==> src/rtl/ptp_sched_pulse_gen_if.sv <==
// Configuration bus of the PTP-scheduled pulse generator.
// cfg_wr is a one-cycle strobe with no back-pressure (always taken); cfg_err answers it exactly one cycle later.
interface ptp_sched_pulse_gen_if #(
  parameter int NUM_CH = 4,
  parameter int TIME_W = 64
);
  localparam int CH_W = (NUM_CH > 1) ? $clog2(NUM_CH) : 1;

  logic              cfg_wr;
  logic [CH_W-1:0]   cfg_ch;
  logic [1:0]        cfg_sel;
  logic [TIME_W-1:0] cfg_wdata;
  logic              cfg_err;

  modport master (output cfg_wr, cfg_ch, cfg_sel, cfg_wdata, input cfg_err);
  modport slave  (input cfg_wr, cfg_ch, cfg_sel, cfg_wdata, output cfg_err);
endinterface

==> src/rtl/ptp_sched_pulse_gen.sv <==
// Multi-channel periodic trigger generator whose deadlines are compared directly against PTP time,
// keeping launch pulses phase-locked to the PTP grid across servo corrections.
module ptp_sched_pulse_gen #(
  parameter int NUM_CH = 4,
  parameter int TIME_W = 64,
  parameter int CNT_W  = 32
) (
  input  logic                    clk,
  input  logic                    rst,
  input  logic [TIME_W-1:0]       time_ptp_ns_i,
  input  logic [NUM_CH-1:0]       ch_enable_i,
  ptp_sched_pulse_gen_if.slave    cfg,
  output logic [NUM_CH-1:0]       tx_signal_o,
  output logic [NUM_CH-1:0]       ch_active_o,
  output logic [NUM_CH-1:0]       ch_done_o,
  output logic [NUM_CH-1:0]       miss_flag_o,
  output logic [NUM_CH*CNT_W-1:0] pulse_cnt_o,
  output logic [NUM_CH*3-1:0]     state_dbg_o
);
  localparam int CH_W = (NUM_CH > 1) ? $clog2(NUM_CH) : 1;

  typedef enum logic [2:0] {
    ST_IDLE  = 3'd0,
    ST_ARMED = 3'd1,
    ST_RUN   = 3'd2,
    ST_CATCH = 3'd3,
    ST_DONE  = 3'd4
  } state_e;

  state_e            state_q [NUM_CH];
  state_e            state_d [NUM_CH];
  logic [TIME_W-1:0] period_q [NUM_CH];
  logic [TIME_W-1:0] period_d [NUM_CH];
  logic [TIME_W-1:0] start_q [NUM_CH];
  logic [TIME_W-1:0] start_d [NUM_CH];
  logic [TIME_W-1:0] next_dl_q [NUM_CH];
  logic [TIME_W-1:0] next_dl_d [NUM_CH];
  logic [CNT_W-1:0]  limit_q [NUM_CH];
  logic [CNT_W-1:0]  limit_d [NUM_CH];
  logic [CNT_W-1:0]  cnt_q [NUM_CH];
  logic [CNT_W-1:0]  cnt_d [NUM_CH];
  logic [TIME_W-1:0] dl_inc [NUM_CH];
  logic [CNT_W-1:0]  cnt_inc [NUM_CH];
  logic [NUM_CH-1:0] tx_q, tx_d;
  logic [NUM_CH-1:0] miss_q, miss_d;
  logic              cfg_err_q, cfg_err_d;
  logic              wr_ok;

  always_comb begin
    cfg_err_d = 1'b0;
    wr_ok     = 1'b0;
    tx_d      = '0;
    miss_d    = miss_q;
    for (int i = 0; i < NUM_CH; i++) begin
      state_d[i]   = state_q[i];
      period_d[i]  = period_q[i];
      start_d[i]   = start_q[i];
      limit_d[i]   = limit_q[i];
      next_dl_d[i] = next_dl_q[i];
      cnt_d[i]     = cnt_q[i];
      dl_inc[i]    = next_dl_q[i] + period_q[i];
      cnt_inc[i]   = cnt_q[i] + CNT_W'(1);
    end

    // Config lands before the FSM so an arm in the same cycle sees the new value.
    if (cfg.cfg_wr) begin
      for (int i = 0; i < NUM_CH; i++) begin
        if (cfg.cfg_ch == CH_W'(i) && cfg.cfg_sel != 2'd3 &&
            (state_q[i] == ST_IDLE || state_q[i] == ST_DONE)) begin
          wr_ok = 1'b1;
          case (cfg.cfg_sel)
            2'd0:    period_d[i] = cfg.cfg_wdata;
            2'd1:    start_d[i]  = cfg.cfg_wdata;
            default: limit_d[i]  = cfg.cfg_wdata[CNT_W-1:0];
          endcase
        end
      end
      cfg_err_d = !wr_ok;
    end

    for (int i = 0; i < NUM_CH; i++) begin
      unique case (state_q[i])
        ST_IDLE: begin
          if (ch_enable_i[i] && period_d[i] != '0) begin
            state_d[i]   = ST_ARMED;
            next_dl_d[i] = start_d[i];
            cnt_d[i]     = '0;
            miss_d[i]    = 1'b0;
          end
        end
        ST_ARMED, ST_RUN: begin
          if (!ch_enable_i[i]) begin
            state_d[i] = ST_IDLE;
          end else if (time_ptp_ns_i >= next_dl_q[i]) begin
            tx_d[i]      = 1'b1;
            next_dl_d[i] = dl_inc[i];
            cnt_d[i]     = cnt_inc[i];
            if (limit_q[i] != '0 && cnt_inc[i] == limit_q[i]) begin
              state_d[i] = ST_DONE;
            end else if (time_ptp_ns_i >= dl_inc[i]) begin
              miss_d[i]  = 1'b1;
              state_d[i] = ST_CATCH;
            end else begin
              state_d[i] = ST_RUN;
            end
          end
        end
        ST_CATCH: begin
          // Skip stale deadlines one period per cycle, silently.
          if (!ch_enable_i[i]) begin
            state_d[i] = ST_IDLE;
          end else if (time_ptp_ns_i >= next_dl_q[i]) begin
            next_dl_d[i] = dl_inc[i];
          end else begin
            state_d[i] = ST_RUN;
          end
        end
        ST_DONE: begin
          if (!ch_enable_i[i]) state_d[i] = ST_IDLE;
        end
        default: state_d[i] = ST_IDLE;
      endcase
    end
  end

  always_ff @(posedge clk or posedge rst) begin
    if (rst) begin
      for (int i = 0; i < NUM_CH; i++) begin
        state_q[i]   <= ST_IDLE;
        period_q[i]  <= '0;
        start_q[i]   <= '0;
        limit_q[i]   <= '0;
        next_dl_q[i] <= '0;
        cnt_q[i]     <= '0;
      end
      tx_q      <= '0;
      miss_q    <= '0;
      cfg_err_q <= 1'b0;
    end else begin
      for (int i = 0; i < NUM_CH; i++) begin
        state_q[i]   <= state_d[i];
        period_q[i]  <= period_d[i];
        start_q[i]   <= start_d[i];
        limit_q[i]   <= limit_d[i];
        next_dl_q[i] <= next_dl_d[i];
        cnt_q[i]     <= cnt_d[i];
      end
      tx_q      <= tx_d;
      miss_q    <= miss_d;
      cfg_err_q <= cfg_err_d;
    end
  end

  always_comb begin
    for (int i = 0; i < NUM_CH; i++) begin
      ch_active_o[i]              = (state_q[i] == ST_ARMED) || (state_q[i] == ST_RUN) ||
                                    (state_q[i] == ST_CATCH);
      ch_done_o[i]                = (state_q[i] == ST_DONE);
      pulse_cnt_o[i*CNT_W +: CNT_W] = cnt_q[i];
      state_dbg_o[i*3 +: 3]       = state_q[i];
    end
  end

  assign tx_signal_o = tx_q;
  assign miss_flag_o = miss_q;
  assign cfg.cfg_err = cfg_err_q;
endmodule

==> src/flat_wrapper.sv <==
// flat-port wrapper written by rule: the top's interface ports become plain ports
module ptp_sched_pulse_gen_flat 
#(
  parameter int NUM_CH = 4,
  parameter int TIME_W = 64,
  parameter int CNT_W  = 32
)
  (clk, rst, time_ptp_ns_i, ch_enable_i, tx_signal_o, ch_active_o, ch_done_o, miss_flag_o, pulse_cnt_o, state_dbg_o, cfg_cfg_wr, cfg_cfg_ch, cfg_cfg_sel, cfg_cfg_wdata, cfg_cfg_err);
  ptp_sched_pulse_gen_if #(.NUM_CH(NUM_CH), .TIME_W(TIME_W)) cfg_i ();
  input  logic clk;
  input  logic rst;
  input  logic [TIME_W-1:0] time_ptp_ns_i;
  input  logic [NUM_CH-1:0] ch_enable_i;
  output logic [NUM_CH-1:0] tx_signal_o;
  output logic [NUM_CH-1:0] ch_active_o;
  output logic [NUM_CH-1:0] ch_done_o;
  output logic [NUM_CH-1:0] miss_flag_o;
  output logic [NUM_CH*CNT_W-1:0] pulse_cnt_o;
  output logic [NUM_CH*3-1:0] state_dbg_o;
  input wire logic [$bits(cfg_i.cfg_wr)-1:0] cfg_cfg_wr;
  input wire logic [$bits(cfg_i.cfg_ch)-1:0] cfg_cfg_ch;
  input wire logic [$bits(cfg_i.cfg_sel)-1:0] cfg_cfg_sel;
  input wire logic [$bits(cfg_i.cfg_wdata)-1:0] cfg_cfg_wdata;
  output wire logic [$bits(cfg_i.cfg_err)-1:0] cfg_cfg_err;
  assign cfg_i.cfg_wr = cfg_cfg_wr;
  assign cfg_i.cfg_ch = cfg_cfg_ch;
  assign cfg_i.cfg_sel = cfg_cfg_sel;
  assign cfg_i.cfg_wdata = cfg_cfg_wdata;
  assign cfg_cfg_err = cfg_i.cfg_err;
  ptp_sched_pulse_gen #(.NUM_CH(NUM_CH), .TIME_W(TIME_W), .CNT_W(CNT_W)) u_core (.clk(clk), .rst(rst), .time_ptp_ns_i(time_ptp_ns_i), .ch_enable_i(ch_enable_i), .cfg(cfg_i), .tx_signal_o(tx_signal_o), .ch_active_o(ch_active_o), .ch_done_o(ch_done_o), .miss_flag_o(miss_flag_o), .pulse_cnt_o(pulse_cnt_o), .state_dbg_o(state_dbg_o));
endmodule
==> config.mk <==
export PLATFORM = sky130hd
export DESIGN_NAME = ptp_sched_pulse_gen_flat
export DESIGN_NICKNAME = d
export VERILOG_FILES = /design/src/rtl/ptp_sched_pulse_gen_if.sv /design/src/rtl/ptp_sched_pulse_gen.sv /design/src/flat_wrapper.sv
export SDC_FILE = /design/constraint.sdc
export NUM_CORES = 2
export LEC_CHECK = 0
export BUFFER_PORTS_ARGS = -buffer_cell sky130_fd_sc_hd__buf_2
export CORE_MARGIN = 3
export CORE_UTILIZATION = 65
export CTS_CLUSTER_SIZE = 8
export DETAILED_ROUTE_END_ITERATION = 8
export GPL_ROUTABILITY_DRIVEN = 0
export PLACE_DENSITY_LB_ADDON = 0.08
export SETUP_SLACK_MARGIN = 0.5
export SLEW_MARGIN = 20
export SYNTH_ARGS = -nofsm -noshare
export SYNTH_HDL_FRONTEND = slang
export SYNTH_SLANG_ARGS = --single-unit
==> constraint.sdc <==
create_clock -name clk -period 83 [get_ports clk]
set_input_delay 4.15 -clock clk [delete_from_list [all_inputs] [get_ports clk]]
set_output_delay 4.15 -clock clk [all_outputs]
set_load 0.05 [all_outputs]
Word level (Yosys, flattened, before mapping) --
Cells that the tools add are included. W data, S select, Z words.
Word-level totals: RAM bits 0, ROM bits 0, bits of input ports 139, bits in latches 0, register bits 1045, output and inout port bits 157, memories 0, word-level logic and storage cells 320
Operators by class: div/mod/pow operators 0, equality and inequality tests 65, bitwise operators 1, multiplexer cells 128, shifts and indexed selects 0, $lt $le $gt $ge 8, add/sub/neg operators 8, reduce and logical (&&, ||, !) cells 80, $mul 0
Operator list (number):
- $mux W64 | 28
- $ge A64 B64 Y1 | 8
- $mux W256 | 2
- $pmux W64 S2 | 4
- $mux W32 | 12
- $add A64 B64 Y64 | 4
- $pmux W32 S2 | 4
- $reduce_bool A64 Y1 | 4
- $add A32 B1 Y32 const B | 4
- $eq A32 B32 Y1 | 4
- $reduce_bool A32 Y1 | 4
- $mux W3 | 28
- $pmux W3 S4 | 4
- $reduce_and A4 Y1 | 12
- $mux W1 | 42
- $ne A2 B2 Y1 const B | 17
- $ne A2 B1 Y1 const B | 16
- $eq A3 B2 Y1 const B | 8
- $reduce_and A6 Y1 | 4
- $logic_and A1 B1 Y1 | 16
- $reduce_bool A2 Y1 | 8
- $eq A3 B1 Y1 const B | 4
- $eq A3 B3 Y1 const B | 4
- $logic_not A3 Y1 | 4
- other kinds (12) | 45

Longest topological paths before layout --
word-level depth 10, gate-level depth with buffers 25, depth with buffers taken out 25

Least setup slack after synthesis --
Ideal clock, no wire load.
path kind input-to-reg, start input time_ptp_ns_i[0], end register u_core.next_dl_q[246] (netlist bit), arrival 6.899 ns, cell stages on the path 14, setup time 0.140 ns, path slack 75.961 ns, path buffers 2, data required time 82.860 ns, cell sequence inv_1 -> ha_1 -> nand2b_1 -> a2111oi_0 -> o21ba_2 -> o211ai_1 -> a211o_1 -> a211oi_2 -> nand3b_1 -> nand2_1 -> clkbuf_1 -> clkbuf_1 -> nand3_1 -> o221ai_1
On the way: word-level cells in the longest chain between the ends 3
Ends and longest elaborated chain:
- from (decl) | line flat_wrapper.sv:12 | input logic [TIME_W-1:0] time_ptp_ns_i;
- $ge A64 B64 Y1 | line ptp_sched_pulse_gen.sv:94, ptp_sched_pulse_gen.sv:112
- $ne A2 B1 Y1 (no line)
- $reduce_and A4 Y1 (no line)
- to (signal, indexed assignment) | line ptp_sched_pulse_gen.sv:145 | next_dl_q[i] <= next_dl_d[i];
- to (decl) | line ptp_sched_pulse_gen.sv:36 | logic [TIME_W-1:0] next_dl_q [NUM_CH];
Every way passes these cells. A chain may end at the register's enable or synchronous reset.

Worst setup path after layout --
start input cfg_cfg_wdata[10], end register u_core.cnt_q (netlist bit u_core.pulse_cnt_o[72])
On the way: word-level cells in the longest chain between the ends 7
Ends and longest elaborated chain:
- from (decl) | line flat_wrapper.sv:23 | input wire logic [$bits(cfg_i.cfg_wdata)-1:0] cfg_cfg_wdata;
- $mux W64 | line ptp_sched_pulse_gen.sv:71 | case (cfg.cfg_sel)
- $mux W64 | line ptp_sched_pulse_gen.sv:68 | if (cfg.cfg_ch == CH_W'(i) && cfg.cfg_sel != 2'd3 &&
- $mux W256 | line ptp_sched_pulse_gen.sv:66 | if (cfg.cfg_wr) begin
- $reduce_bool A64 Y1 | line ptp_sched_pulse_gen.sv:84 | if (ch_enable_i[i] && period_d[i] != '0) begin
- $logic_and A1 B1 Y1 | line ptp_sched_pulse_gen.sv:84
- $ne A2 B2 Y1 (no line)
- $reduce_and A4 Y1 (no line)
- to (signal, indexed assignment) | line ptp_sched_pulse_gen.sv:146 | cnt_q[i] <= cnt_d[i];
- to (decl) | line ptp_sched_pulse_gen.sv:40 | logic [CNT_W-1:0] cnt_q [NUM_CH];
Every way passes these cells.

==> flow_summary_export.csv <==
group,metric,value,unit
floorplan,io_pins,296,
finish,area_delta_synth_final,8.85,%
synthesis,ys_types,110,
global_routing,grt.total_usage,40.1,%
outcome,status,"finished, final reports clean",
placement,hpwl,181,mm
global_routing,grt_max_degree,162,
synthesis,synth_seq_cells,1045,
synthesis,yosysTopAreaCellShare,35.0,%
floorplan,core_area,0.113,mm^2
sta,worst_pin_slew,1.38,ns
synthesis,seq_area_frac_synth,35.0,%
sta,max-slew-margin-rel,7.25,%
global_routing,grt_overflow_total,0,
placement,dpl-instance-area,0.0773,mm^2
hold_path,hold_path.class,"reg -> reg",
clock_tree,cts_buffers,150,
placement,port_buffers,295,
clock_tree,cts.sinks,1045,
synthesis,synthFlopType,"dfrtp_1",
route,ant_nets,0,
synthesis,synth_mux_area_share,10.5,%
sta,clock.fmax,115,MHz
global_routing,grt_pass1_wl,374,mm
clock_tree,clk_latency,0.78,ns
floorplan,num_rows,123,
route,dr.pass1.iters,9,
finish,nets,9029,
synthesis,yosys-top-cells-area,"dfrtp_1 35%, ha_1 13%, mux2_2 10%",
finish,drive_above_1_share,16.3,%
synthesis,ys_top_cells_by_count,"1045 x dfrtp_1, 768 x ha_1, 680 x mux2_2",
synthesis,synth-simple-area-share,14.2,%
route,viasPerCell,6.87,
synthesis,syn_area_per_cell,9.35,um^2
route,wl_per_cell,25.6,um
route,drc,0,
setup_path,crit_fanout,28,
job,cap_violations,0,
synthesis,synth_most_common_cell,"dfrtp_1",
synthesis,synth-xor-area-share,5.36,%
clock_tree,clock_path_buffers,3,
sta,min_period,8.67,ns
finish,post-route-cell-area,0.0814,mm^2
route,vias,66300,
global_routing,antenna_found_initial,23,
clock_tree,cts_htree_levels,4,
synthesis,synth_top_cell_by_area,"dfrtp_1",
setup_path,critPathArrivalTime,9.30,ns
synthesis,synth_top_family_by_area,"compound AO/OA/AOI/OAI gates",
pwr,finalPower,3600,uW
synthesis,yosysWarnings,0,
synthesis,synthesis.area,0.0748,mm^2
sta,setup_violations,0,
clock_tree,post-cts-setup-buffers,0,
synthesis,synth_compound_area_share,18.0,%
sta,hold_slack,0.489,ns
clock_tree,cts_tree,"done",
setup_path,slowest_stage,"nor4_1",
floorplan,initial_core_util,66.0,%
clock_tree,cts_resized,0,
route,first_iter_violations,6611,
sta,rsz0062_at_grt,"no",
pwr,ir_worst_vdd,0.0000323,V
global_routing,grt_pass1_vias,63400,
sta,fin_worst_skew,0.0296,ns
sta,finalHoldViolCount,0,
synthesis,syn_inst,7994,
sta,drv_slew,0,
synthesis,synthesis.nets,8905,
clock_tree,clkSlewWorstSetupHoldPaths,0.05,ns
route,routed_wl,247,mm
floorplan,die_area,0.119,mm^2
synthesis,synth_edf_count,0,
floorplan,fp.dieH,345,um
setup_path,crit_chain,"buf_2 -> nor4_1 -> nand4_1 -> nor4_1 -> nand2b_1 -> o21ai_1 -> nand2_1 -> and3_1 -> o31ai_2 -> buf_4 -> or2_1 -> inv_2 -> nand3_1 -> o21ai_0",
sta,period_share,10.4,%
sta,setup_tns,0,ns
clock_tree,root_buffer,"clkbuf_16",
pwr,powerDensity,44.2,mW/mm^2
setup_path,start_kind,"primary input",
synthesis,async_flop_share,100,%
clock_tree,cts_hold_buf,0,
setup_path,cpMostUsedCell,"nor4_1",
setup_path,worstSetupEndpointType,"flop",
setup_path,worstPathRequired,83.63,ns
synthesis,synth_fa_ha_area_share,13.0,%
setup_path,rrSetupSlack,75.80,ns
finish,fin_util,71.8,%
setup_path,crit_type,"in -> reg",
floorplan,die_w,345,um
pwr,p_leak,0.0380,uW
setup_path,slowest_delay,1.14,ns
[layout by cell type, fill, tap and decap left out, types with 52 or more instances in the layout]
master	Yosys	layout
a211oi_1	82	82
a21o_1	258	257
a21oi_1	577	577
a31oi_1	78	78
and2_1	61	61
and3_1	75	75
buf_2	52	295
buf_4	3	80
clkbuf_16	0	154
dfrtp_1	1045	1045
ha_1	768	768
inv_1	363	360
mux2_2	680	680
nand2_1	602	596
nand2b_1	61	60
nand3_1	151	151
nand4_1	202	202
nor2_1	480	477
nor2b_1	64	64
nor3_1	97	95
nor4_1	156	154
o211ai_1	106	106
o21a_1	55	55
o21ai_0	555	554
o21bai_1	52	52
o31ai_1	90	90
xnor2_1	279	279
xor2_1	176	176
[critical path: cells and delay by family]
kind	cells	cell delay (ns)
simple gates	8	3.58
buf+inv	3	0.95
compound gates	3	0.59
[worst paths after layout]
check	start	end	cells after the start
worst max-delay path	cfg_cfg_wdata[10]	u_core.pulse_cnt_o[72]	14
worst min-delay path	u_core.start_q[234]	u_core.start_q[234]	1
worst max register to register	u_core.period_q[64]	u_core.state_dbg_o[6]	25
worst min register to register	u_core.start_q[234]	u_core.start_q[234]	1
max in group asynchronous	rst	u_core.next_dl_q[50]	6
min in group asynchronous	rst	u_core.pulse_cnt_o[16]	2
[layer usage]
metal / GRT usage [%] / up-vias / wire, um
met4: 29.4 / 8 / 20600
met5: 0 / - / 50
met2: 61.0 / 3699 / 108000
met1: 50.8 / 32100 / 94900
met3: 8.08 / 1024 / 23100
li1: - / 29500 / -
[sequential cells by signal, indices dropped and copies added, names as in the netlist]
register,cells
u_core.next_dl_q,256
u_core.period_q,256
u_core.start_q,256
u_core.limit_q,128
u_core.pulse_cnt_o,128
u_core.state_dbg_o,12
u_core.miss_flag_o,4
u_core.tx_signal_o,4
u_core.cfg.cfg_err,1
[cell families after synthesis]
| logic type | Yosys count |
|---|---|
| AOI/OAI and AO/OA | 2126 |
| muxes | 701 |
| and+or+nand+nor | 2124 |
| adders and majority gates | 772 |
| xor gates and xnor gates | 456 |
| buffers and inverters | 770 |
| DFF | 1045 |
[through the flow]
step           cells  setup slack (ns)
2_1_floorplan   7994             49.44
3_3_place_gp    9466             73.97
3_5_place_dp    9466             73.90
4_1_cts         9642             74.72
5_1_grt         9643             74.30
6_report        9659             74.33
[final cells by class]
type                    instances  area [um^2]
flip-flops and latches       1045        26200
clock inverters                10          146
well taps                    1500         1880
diodes                         17         42.5
inverters                     366         1390
fillers                      8684        31900
repair buffers                376         2100
multi-input cells            6179        45700
clock buffers                 166         3930
[where the power goes]
group	switching, uW	internal [uW]
Clock	227	332
Combinational	1280	839
Sequential	196	725
(Power assumes the default switching activity.)
